[src/rtl/loop_pkg.sv]
// Shared looper types: sample/accumulator widths, mixer state encoding and
// the saturation bounds used wherever a wide sum is folded back to a sample.
package loop_pkg;
  localparam int DATA_W = 16;
  localparam int NBANK  = 8;
  localparam int BANK_W = $clog2(NBANK);
  // Four guard bits: eight banks plus the monitored mic can never overflow.
  localparam int ACC_W  = DATA_W + 4;

  typedef logic signed [DATA_W-1:0] sample_t;
  typedef logic signed [ACC_W-1:0]  acc_t;

  typedef enum logic [1:0] {
    ACCUM = 2'd0,
    SAT   = 2'd1,
    OUT   = 2'd2
  } mix_state_e;

  localparam acc_t SAT_MAX = acc_t'((1 << (DATA_W - 1)) - 1);
  localparam acc_t SAT_MIN = ~SAT_MAX;

  function automatic acc_t sext(input sample_t s);
    return acc_t'(s);
  endfunction
endpackage

[src/rtl/loop_mixer_sat_clip.sv]
// Combinational clamp of a wide signed sum to the sample range, flagging
// whenever the sum had to be clipped.
module sat_clip
  import loop_pkg::*;
(
  input  acc_t    acc_in,
  output sample_t sat_out,
  output logic    clip
);
  always_comb begin
    sat_out = acc_in[DATA_W-1:0];
    clip    = 1'b0;
    if (acc_in > SAT_MAX) begin
      sat_out = SAT_MAX[DATA_W-1:0];
      clip    = 1'b1;
    end else if (acc_in < SAT_MIN) begin
      sat_out = SAT_MIN[DATA_W-1:0];
      clip    = 1'b1;
    end
  end
endmodule

[src/rtl/loop_mixer.sv]
// Per-frame bank mixer: sums playing-bank SRAM reads, saturates and publishes
// one sample per frame. Live mic monitoring is enabled by LOOP_MIXER_MONITOR_EN.
module loop_mixer
  import loop_pkg::*;
(
  input  logic              clk_100MHz,
  input  logic              rst,
  input  logic [NBANK-1:0]  playing,
  input  logic [NBANK-1:0]  recording,
  input  logic [BANK_W-1:0] mem_bank,
  input  logic              data_ready,
  input  logic              mix_data,
  input  logic              write_zero,
  input  logic [DATA_W-1:0] mic_sample,
  input  logic              mic_valid,
  input  logic [DATA_W-1:0] ram_dq_in,
  output logic [DATA_W-1:0] ram_dq_out,
  output logic [DATA_W-1:0] mix_out,
  output logic              mix_valid,
  output logic              clip
);
  mix_state_e state_q, state_d;
  acc_t       acc_q, acc_d;
  acc_t       pending_q, pending_d;
  sample_t    mic_hold_q, mic_hold_d;
  sample_t    mix_out_q, mix_out_d;
  logic       clip_q, clip_d;
  logic       mix_valid_q, mix_valid_d;

  acc_t       contrib;
  acc_t       monitor_term;
  sample_t    sat_val;
  logic       sat_flag;

  sat_clip u_sat_clip (
    .acc_in  (acc_q),
    .sat_out (sat_val),
    .clip    (sat_flag)
  );

  // Recording wins over playing: a bank being overdubbed is not played back.
  always_comb begin
    contrib = '0;
    if (data_ready && playing[mem_bank] && !recording[mem_bank])
      contrib = sext(ram_dq_in);
  end

`ifdef LOOP_MIXER_MONITOR_EN
  assign monitor_term = (|recording) ? sext(mic_hold_q) : '0;
`else
  assign monitor_term = '0;
`endif

  always_comb begin
    state_d     = state_q;
    acc_d       = acc_q;
    pending_d   = pending_q;
    mix_out_d   = mix_out_q;
    clip_d      = clip_q;
    mix_valid_d = 1'b0;
    mic_hold_d  = mic_valid ? sample_t'(mic_sample) : mic_hold_q;

    case (state_q)
      ACCUM: begin
        acc_d = acc_q + contrib;
        if (mix_data) begin
          acc_d   = acc_q + contrib + monitor_term;
          state_d = SAT;
        end
      end
      // Result is registered leaving SAT so mix_valid is high during OUT,
      // two cycles after mix_data. A read landing here is parked in pending.
      SAT: begin
        pending_d   = contrib;
        mix_out_d   = sat_val;
        clip_d      = sat_flag;
        mix_valid_d = 1'b1;
        state_d     = OUT;
      end
      OUT: begin
        acc_d     = pending_q + contrib;
        pending_d = '0;
        state_d   = ACCUM;
      end
      default: state_d = ACCUM;
    endcase
  end

  always_ff @(posedge clk_100MHz) begin
    if (rst) begin
      state_q     <= ACCUM;
      acc_q       <= '0;
      pending_q   <= '0;
      mic_hold_q  <= '0;
      mix_out_q   <= '0;
      clip_q      <= 1'b0;
      mix_valid_q <= 1'b0;
    end else begin
      state_q     <= state_d;
      acc_q       <= acc_d;
      pending_q   <= pending_d;
      mic_hold_q  <= mic_hold_d;
      mix_out_q   <= mix_out_d;
      clip_q      <= clip_d;
      mix_valid_q <= mix_valid_d;
    end
  end

  assign ram_dq_out = write_zero ? '0 : mic_hold_q;
  assign mix_out    = mix_out_q;
  assign mix_valid  = mix_valid_q;
  assign clip       = clip_q;
endmodule

[config.mk]
export PLATFORM = sky130hd
export DESIGN_NAME = loop_mixer
export DESIGN_NICKNAME = d
export VERILOG_FILES = /design/src/rtl/loop_pkg.sv /design/src/rtl/loop_mixer_sat_clip.sv /design/src/rtl/loop_mixer.sv
export SDC_FILE = /design/constraint.sdc
export NUM_CORES = 1
export LEC_CHECK = 0
export BUFFER_PORTS_ARGS = -buffer_cell sky130_fd_sc_hd__buf_2
export CAP_MARGIN = 15
export CORE_MARGIN = 2
export CORE_UTILIZATION = 39
export DETAILED_ROUTE_END_ITERATION = 12
export MAX_ROUTING_LAYER = met4
export PLACE_DENSITY = 0.57
export SLEW_MARGIN = 20
export SYNTH_ARGS = -nofsm -noshare
export SYNTH_HDL_FRONTEND = slang
export SYNTH_SLANG_ARGS = --single-unit
[constraint.sdc]
create_clock -name clk_100MHz -period 10.25 [get_ports clk_100MHz]
set_input_delay 1.5375 -clock clk_100MHz [delete_from_list [all_inputs] [get_ports clk_100MHz]]
set_output_delay 1.5375 -clock clk_100MHz [all_outputs]
set_load 0.05 [all_outputs]
==> key figures, run 1 <==
Worst setup path
  – Worst r2r src: state_q[0]
  – Critical Path Sink Type: register
  – Critical path's most frequent cell: a21o_1
  – Crit start category: input port
  – Reg2Reg Depth: 17
  – CP Max Fanout: 29
  – Crit Path Category: in2reg
  – Worst path required time: 10.53 ns
  – Levels on crit path: 18
  – CP bufs+invs: 2
  – Crit-path max cell delay: 0.48 ns
  – WP data arrival: 5.66 ns
  – Reg2reg end: acc_q[18]
  – Crit path max-delay cell type: mux4_2
  – Worst R2R Setup Slack: 5.83 ns
  – CP top delay family: compound AO/OA/AOI/OAI gates
  – Critical Path, Cell by Cell: buf_2, nand2b_1, mux4_2, o22ai_2, buf_4, and2_1, ha_1, a21o_1, a21o_1, maj3_2, a211oi_1, o2111ai_1, a31o_1, a221oi_1, o21ai_1, xor2_1, nand2_1, a21oi_1

Floorplanning
  – Row cnt: 38
  – Initial Util: 39.6%
  – Total I/O pin count: 91
  – Die height: 108 um
  – Area of the core: 10700 um^2
  – Die area: 11700 um^2
  – Die Width: 108 um

Drt
  – DRT antenna net count: 0
  – DR iter-0 viols: 161
  – DRC: 0
  – Wirelength per Cell: 14.0 um
  – Pre-Repair DR Iteration Count: 4
  – Via count: 3845
  – Routed WL: 10300 um
  – Vias per cell: 5.25

Power
  – VDD IR max: 48.6 uV
  – Lkg Pwr: 2.20 nW
  – P per Cell Area: 143 nW/um^2

CTS
  – Postcts setup bufs: 0
  – Clock sinks: 72
  – Hold_buf cts: 0
  – CTS root buf: clkbuf_8
  – CTS H-tree lvls: 3
  – Resized cells post-CTS: 0
  – Deepest clock path buffer count: 2
  – Clk pin slew, worst setup/hold paths: 0.08 ns
  – TritonCTS clock tree: yes
  – Clk Latency, worst-skew pair: 0.36 ns
  – CTS buffer count: 9

Logic synthesis
  – Top_reg_cell synth: dfxtp_1
  – Ys async rst share: 0%
  – Number of synthesized flops with an enable pin: 0
  – Synth Cell Area: 4240 um^2
  – Mapped Nets: 587
  – Synth warnings: 0
  – Synth Register Bits: 72
  – Synthesized instance count: 513
  – Syn Area/Cell: 8.26 um^2
  – Netlist cell types: 55
  – Sequential-to-total area share from yosys stat: 34.0%

Timing
  – Min cycle time layout: 5.38 ns
  – F_max: 186 MHz
  – Final hold violations: 0
  – Worst rel slew slack: 46.1%
  – Max Slew Vio Count: 0
  – Worst Skew: 0.0114 ns
  – Fin crit share: 52.4%
  – Setup_tns: 0 ns
  – RSZ-0062 raised after global routing: false
  – Final Setup Violations: 0
  – Slew @ Worst Pin: 0.798 ns
  – Fin worst setup slack: 4.87 ns

Global routing
  – Tot GR Track Use: 18.5%
  – Total congestion overflow: 0
  – Initial antenna violation count: 0
  – Vias in the first global route: 3603
  – Global-route wire length before repair: 16800 um
  – Largest net degree at the start of global routing: 76

Layout
  – Final net count: 663
  – Filler Cells Inserted: 1082
  – Proportion of layout cells with a drive suffix above 1: 22.9%
  – # diodes: 0
  – Layout area overhead: 17.2%

Place
  – Dpl ws: 4.48 ns
  – Port bufs: 90
  – Placer Congestion: 0.877
  – DP HPWL: 7400 um

Hold path
  – Hold_sp: mix_out[11]
  – Hold worst-path end: mix_out[11]
  – Hold Crit Class: reg2reg
  – Hold Path Cell Cnt: 2

Flow run
  – Max_cap viols: 0

Status
  – Outcome: complete, no violations
## logic make-up (layout without fill, tap and decap cells)
kind of cell             Yosys count  in the layout  synth area share, %
buffers and inverters             45            125                 4.28
multiplexers                      39             39                 10.2
adder cells (fa/ha/maj)           18             18                 5.46
AND/OR/NAND/NOR                  182            182                 21.4
XOR/XNOR                          17             17                 3.51
AO/OA/AOI/OAI                    140            140                 21.1
flip-flops                        72             72                 34.0
## tightest hold or removal path, cell delays in order, from the launching register on
cell      delay (ns)
dfxtp_1         0.31
nand2b_1        0.06
a21oi_1         0.05
## cells in the mapped netlist, types with 3 or more instances
cell	count	area share (%)
a21oi_1	42	5.0
xnor2_1	9	1.9
nor2b_1	21	3.1
o2111ai_1	3	0.62
a211oi_1	12	2.1
mux2i_1	22	5.2
a21o_1	7	1.2
buf_1	3	0.27
a22oi_1	16	2.8
o31ai_1	3	0.53
nor2_1	53	4.7
dfxtp_1	72	34
nand2b_1	24	3.5
clkbuf_1	25	2.2
nor3b_1	3	0.53
nand4_1	3	0.44
nand3_1	6	0.71
inv_1	13	1.2
and2_1	12	1.8
mux2_2	15	4.0
nor3_1	4	0.47
xor2_1	8	1.7
ha_1	16	4.7
o21ai_0	37	4.4
and3_1	5	0.74
nand2_1	41	3.6
## sequential cells by signal, indices dropped and copies added, names as in the netlist
name and count:
state_q 2, clip 1, mix_out 16, pending_q 16, acc_q 20, mic_hold_q 16
mix_valid 1
## metrics by stage
stage / utilization, % / hold slack, ns / instance area (um^2) / power (W) / cells
6_report: 46.5 / 0.466 / 4970 / 0.000710 / 733
5_1_grt: 46.5 / 0.485 / 4970 / 0.000749 / 733
4_1_cts: 46.4 / 0.468 / 4970 / 0.000717 / 733
3_5_place_dp: 44.7 / 0.455 / 4780 / 0.000492 / 718
3_3_place_gp: 44.7 / 0.451 / 4780 / 0.000490 / 718
2_1_floorplan: - / 0.439 / 4240 / 0.000443 / 513
## layout by cell type, fill, tap and decap left out, drive strengths merged, types with 3 or more instances in the layout
| cell type | synthesis | routed |
|---|---|---|
| a211oi | 12 | 12 |
| a21o | 7 | 7 |
| a21oi | 42 | 42 |
| a221oi | 3 | 3 |
| a22oi | 16 | 16 |
| and2 | 12 | 12 |
| and3 | 5 | 5 |
| buf | 6 | 96 |
| clkbuf | 25 | 11 |
| dfxtp | 72 | 72 |
| ha | 16 | 16 |
| inv | 13 | 14 |
| mux2 | 15 | 15 |
| mux2i | 22 | 22 |
| nand2 | 43 | 43 |
| nand2b | 24 | 24 |
| nand3 | 6 | 6 |
| nand4 | 3 | 3 |
| nor2 | 53 | 53 |
| nor2b | 21 | 21 |
| nor3 | 4 | 4 |
| nor3b | 3 | 3 |
| o2111ai | 3 | 3 |
| o21ai | 38 | 38 |
| o31ai | 4 | 4 |
| xnor2 | 9 | 9 |
| xor2 | 8 | 8 |
## power by group
part           leakage (nW)  internal (W)  switching [W]
logic                  1.53     0.0000633       0.000113
registers             0.587      0.000298      0.0000106
clock network        0.0900      0.000113       0.000113
total                  2.20      0.000474       0.000237
## cell type report
cell class / count / area [um^2] / share of cell area, %
Multi-Input combinational cell: 396 / 2620 / 52.7
Sequential cell: 72 / 1440 / 29.0
Timing Repair Buffer: 96 / 495 / 9.97
Tap cell: 140 / 175 / 3.52
Clock buffer: 11 / 131 / 2.64
Clock inverter: 4 / 55.1 / 1.11
Inverter: 14 / 52.6 / 1.06
## layer usage
metal	vias up	track usage, %	routed length [um]
met5	-	-	0
met4	0	7.60	165
met3	13	1.99	496
met2	88	28.4	4670
met1	1785	24.9	4960
li1	1959	-	-
## worst max path at each step
| stage | start | endpoint | slack (ns) |
|---|---|---|---|
| 2_1_floorplan | recording[5] | acc_q[18] | 4.71 |
| 3_3_place_gp | recording[5] | acc_q[18] | 4.60 |
| 3_5_place_dp | recording[4] | acc_q[18] | 4.48 |
| 4_1_cts | recording[4] | acc_q[18] | 4.86 |
| 5_1_grt | recording[5] | acc_q[18] | 4.49 |
| 6_report | recording[4] | acc_q[18] | 4.87 |
Power figures use the tool's default switching activity.
==> inputs of run 2 (changes only) <==
--- a/config.mk
+++ b/config.mk
@@ -11,7 +11,7 @@
 export CORE_UTILIZATION = 39
 export DETAILED_ROUTE_END_ITERATION = 12
 export MAX_ROUTING_LAYER = met4
-export PLACE_DENSITY = 0.57
+export PLACE_DENSITY = 0.6
 export SLEW_MARGIN = 20
 export SYNTH_ARGS = -nofsm -noshare
 export SYNTH_HDL_FRONTEND = slang
==> constraint.sdc (replaced) <==
create_clock -name clk_100MHz -period 4.4 [get_ports clk_100MHz]
set_input_delay 0.66 -clock clk_100MHz [delete_from_list [all_inputs] [get_ports clk_100MHz]]
set_output_delay 0.66 -clock clk_100MHz [all_outputs]
set_load 0.05 [all_outputs]
==> run 2 against run 1 <==
Effect of this change: largest power group unchanged; sequential power up 130%; setup slack worse by 4.6 ns; total power up 140%; first-iteration DRC count down 12%; critical endpoint is now acc_q[19].
==> key figures, run 2 (same netlist as run 1, synthesis figures left out) <==
Worst setup path
  – Worst R2R Setup Slack: 0.37 ns (-5.46 ns)
  – CP Max Fanout: 5 (-83%)
  – Reg2reg end: acc_q[18]
  – Worst r2r src: state_q[0]
  – Critical Path Sink Type: register
  – Crit start category: input port
  – Critical path's most frequent cell: o2111ai_1
  – Crit path max-delay cell type: mux4_2
  – Critical Path, Cell by Cell: buf_2, nand2b_1, mux4_2, o22ai_2, and2_1, ha_1, a211o_1, a221oi_1, o21ai_0, o2111ai_1, o2111ai_1, nand2_2, o31ai_4, a21o_1, a211oi_1, mux2i_1, nand3b_1
  – Crit Path Category: in2reg
  – WP data arrival: 4.36 ns (-1.30 ns)
  – Crit-path max cell delay: 0.49 ns (about the same)
  – Worst path required time: 4.64 ns (-5.89 ns)
  – Reg2Reg Depth: 16 (-1)

Floorplanning
  – Total I/O pin count: 91 (unchanged)
  – Row cnt: 38 (unchanged)
  – Die height: 108 um (unchanged)
  – Die area: 11700 um^2 (unchanged)
  – Die Width: 108 um (unchanged)
  – Initial Util: 39.6% (unchanged)
  – Area of the core: 10700 um^2 (unchanged)

CTS
  – Clk Latency, worst-skew pair: 0.35 ns (about the same)
  – CTS H-tree lvls: 3 (unchanged)
  – Deepest clock path buffer count: 2 (unchanged)
  – Postcts setup bufs: 0 (unchanged)
  – Hold_buf cts: 0 (unchanged)
  – Clk pin slew, worst setup/hold paths: 0.08 ns (about the same)
  – TritonCTS clock tree: yes
  – Clock sinks: 72 (unchanged)
  – Resized cells post-CTS: 0 (unchanged)
  – CTS root buf: clkbuf_8
  – CTS buffer count: 9 (unchanged)

Hold path
  – Hold Path Cell Cnt: 2 (unchanged)
  – Hold_sp: mix_out[13]
  – Hold worst-path end: mix_out[13]
  – Hold Crit Class: reg2reg

Power
  – Gate power share: 24.8% (about the same)
  – Sequential power share: 43.0% (-0.4 points)
  – Tot Pwr: 0.00167 W (+140%)
  – Clock Power Share: 32.2% (+0.4 points)
  – Int Power: 0.00112 W (+140%)
  – Sw frac: 32.8% (-0.50 points)
  – Net switching power: 0.000549 W (+130%)
  – Lkg Pwr: 2.24 nW (+1.9%)
  – P per Cell Area: 332 nW/um^2 (+130%)
  – VDD IR max: 194 uV (+300%)

Timing
  – Final hold violations: 0 (unchanged)
  – Fin crit share: 93.6%
  – RSZ-0062 raised after global routing: false
  – Fin Hold WS: 0.465 ns (-0.000837 ns)
  – Slew @ Worst Pin: 1.11 ns (+0.313 ns)
  – Worst Skew: 0.00737 ns (-0.00407 ns)
  – F_max: 243 MHz
  – Max Slew Vio Count: 0 (unchanged)
  – Final Setup Violations: 0 (unchanged)
  – Min cycle time layout: 4.12 ns
  – Worst rel slew slack: 25.8% (-20 points)

Global routing
  – Total congestion overflow: 0 (unchanged)
  – Global-route wire length before repair: 16800 um (+0.33%)
  – Largest net degree at the start of global routing: 44 (-42%)
  – Vias in the first global route: 3618 (+0.42%)
  – Initial antenna violation count: 0 (unchanged)
  – Tot GR Track Use: 18.3% (-0.18 points)

Place
  – DP HPWL: 7670 um (+3.7%)
  – Placer Congestion: 0.885 (+0.91%)
  – Placed cell count: 724 (+0.84%)
  – DP Area: 4840 um^2 (+1.2%)
  – Port bufs: 90 (unchanged)

Layout
  – Final net count: 669 (+0.90%)
  – # diodes: 0 (unchanged)
  – Proportion of layout cells with a drive suffix above 1: 24.3% (+1.4 points)
  – Largest register FFs: 20 (unchanged)
  – Fin area: 5040 um^2 (+1.5%)
  – Layout area overhead: 18.9%
  – Final non-filler cell total: 740 (+0.95%)
  – Commonest non-fill, non-tap cells in the layout: 90 x buf_2, 72 x dfxtp_1, 53 x nor2_1
  – Filler Cells Inserted: 1054 (-2.6%)
  – Most common cell after layout, fill and taps aside: buf_2
  – Reg with most FFs: acc_q

Drt
  – DR iter-0 viols: 142 (-12%)
  – Pre-Repair DR Iteration Count: 4 (unchanged)
  – DRT antenna net count: 0 (unchanged)
  – Vias per cell: 5.21 (-0.66%)
  – DRC: 0 (unchanged)
  – Routed WL: 10200 um (-0.86%)
  – Wirelength per Cell: 13.8 um (-1.8%)
  – Via count: 3856 (+0.29%)

Flow run
  – Max_cap viols: 0 (unchanged)

Status
  – Outcome: complete, no violations
-- run 2: cell types whose count changed in the layout (fill, tap and decap cells not counted), sizes merged --
cell / before / now
buf: 96 / 102
clkbuf: 11 / 10
clkinvlp: 1 / 2
clkinv: 2 / 3
-- run 2: metal layers --
layer	vias to the layer above	global-route usage, %	routed length [um]
met1	1763	23.6	4850
met3	12	3.25	589
met5	-	-	0
met2	108	28.9	4610
met4	0	6.41	154
li1	1973	-	-
-- run 2: final cells by class --
| class | instances | area (um^2) | area share, % |
|---|---|---|---|
| inverter | 14 | 52.6 | 1.04 |
| timing repair buffer | 102 | 541 | 10.7 |
| tap | 140 | 175 | 3.47 |
| clock buffer | 10 | 138 | 2.73 |
| sequential | 72 | 1440 | 28.6 |
| clock inverter | 6 | 67.6 | 1.34 |
| multi-input combinational | 396 | 2630 | 52.1 |
-- run 2: critical path, delay by kind of cell --
family / cells / cell delay (ns)
compound gates: 9 / 2.03
buf+inv: 1 / 0.09
mux: 2 / 0.72
simple gates: 4 / 0.60
fa+ha+maj: 1 / 0.26
-- run 2: power groups by stage --
| stage | sequential (W) | clock, W | combinational, W |
|---|---|---|---|
| 6_report | 0.000720 | 0.000538 | 0.000414 |
| 5_1_grt | 0.000726 | 0.000582 | 0.000456 |
| 3_5_place_dp | 0.000736 | 0 | 0.000415 |
| 4_1_cts | 0.000720 | 0.000554 | 0.000416 |
| 2_1_floorplan | 0.000768 | 0 | 0.000266 |
| 3_3_place_gp | 0.000733 | 0 | 0.000410 |
-- run 2: worst max-delay path by stage --
stage                      endpoint  cells past startpoint         start  slack, ns
after floorplan           acc_q[18]                     19  recording[5]      0.003
after global placement    acc_q[18]                     17  recording[5]       0.05
after detailed placement  acc_q[19]                     18  recording[5]       -0.1
after CTS                 acc_q[19]                     18  recording[5]       0.28
after global routing      acc_q[19]                     18  recording[5]       0.01
final                     acc_q[19]                     17  recording[5]       0.28
-- run 2: per-stage QoR --
stage	setup TNS (ns)	utilization, %	worst slack, ns
2_1_floorplan	0	-	0.00257
3_3_place_gp	0	45.2	0.0466
3_5_place_dp	-0.123	45.2	-0.0979
4_1_cts	0	47.1	0.277
5_1_grt	0	47.1	0.00962
6_report	0	47.1	0.282
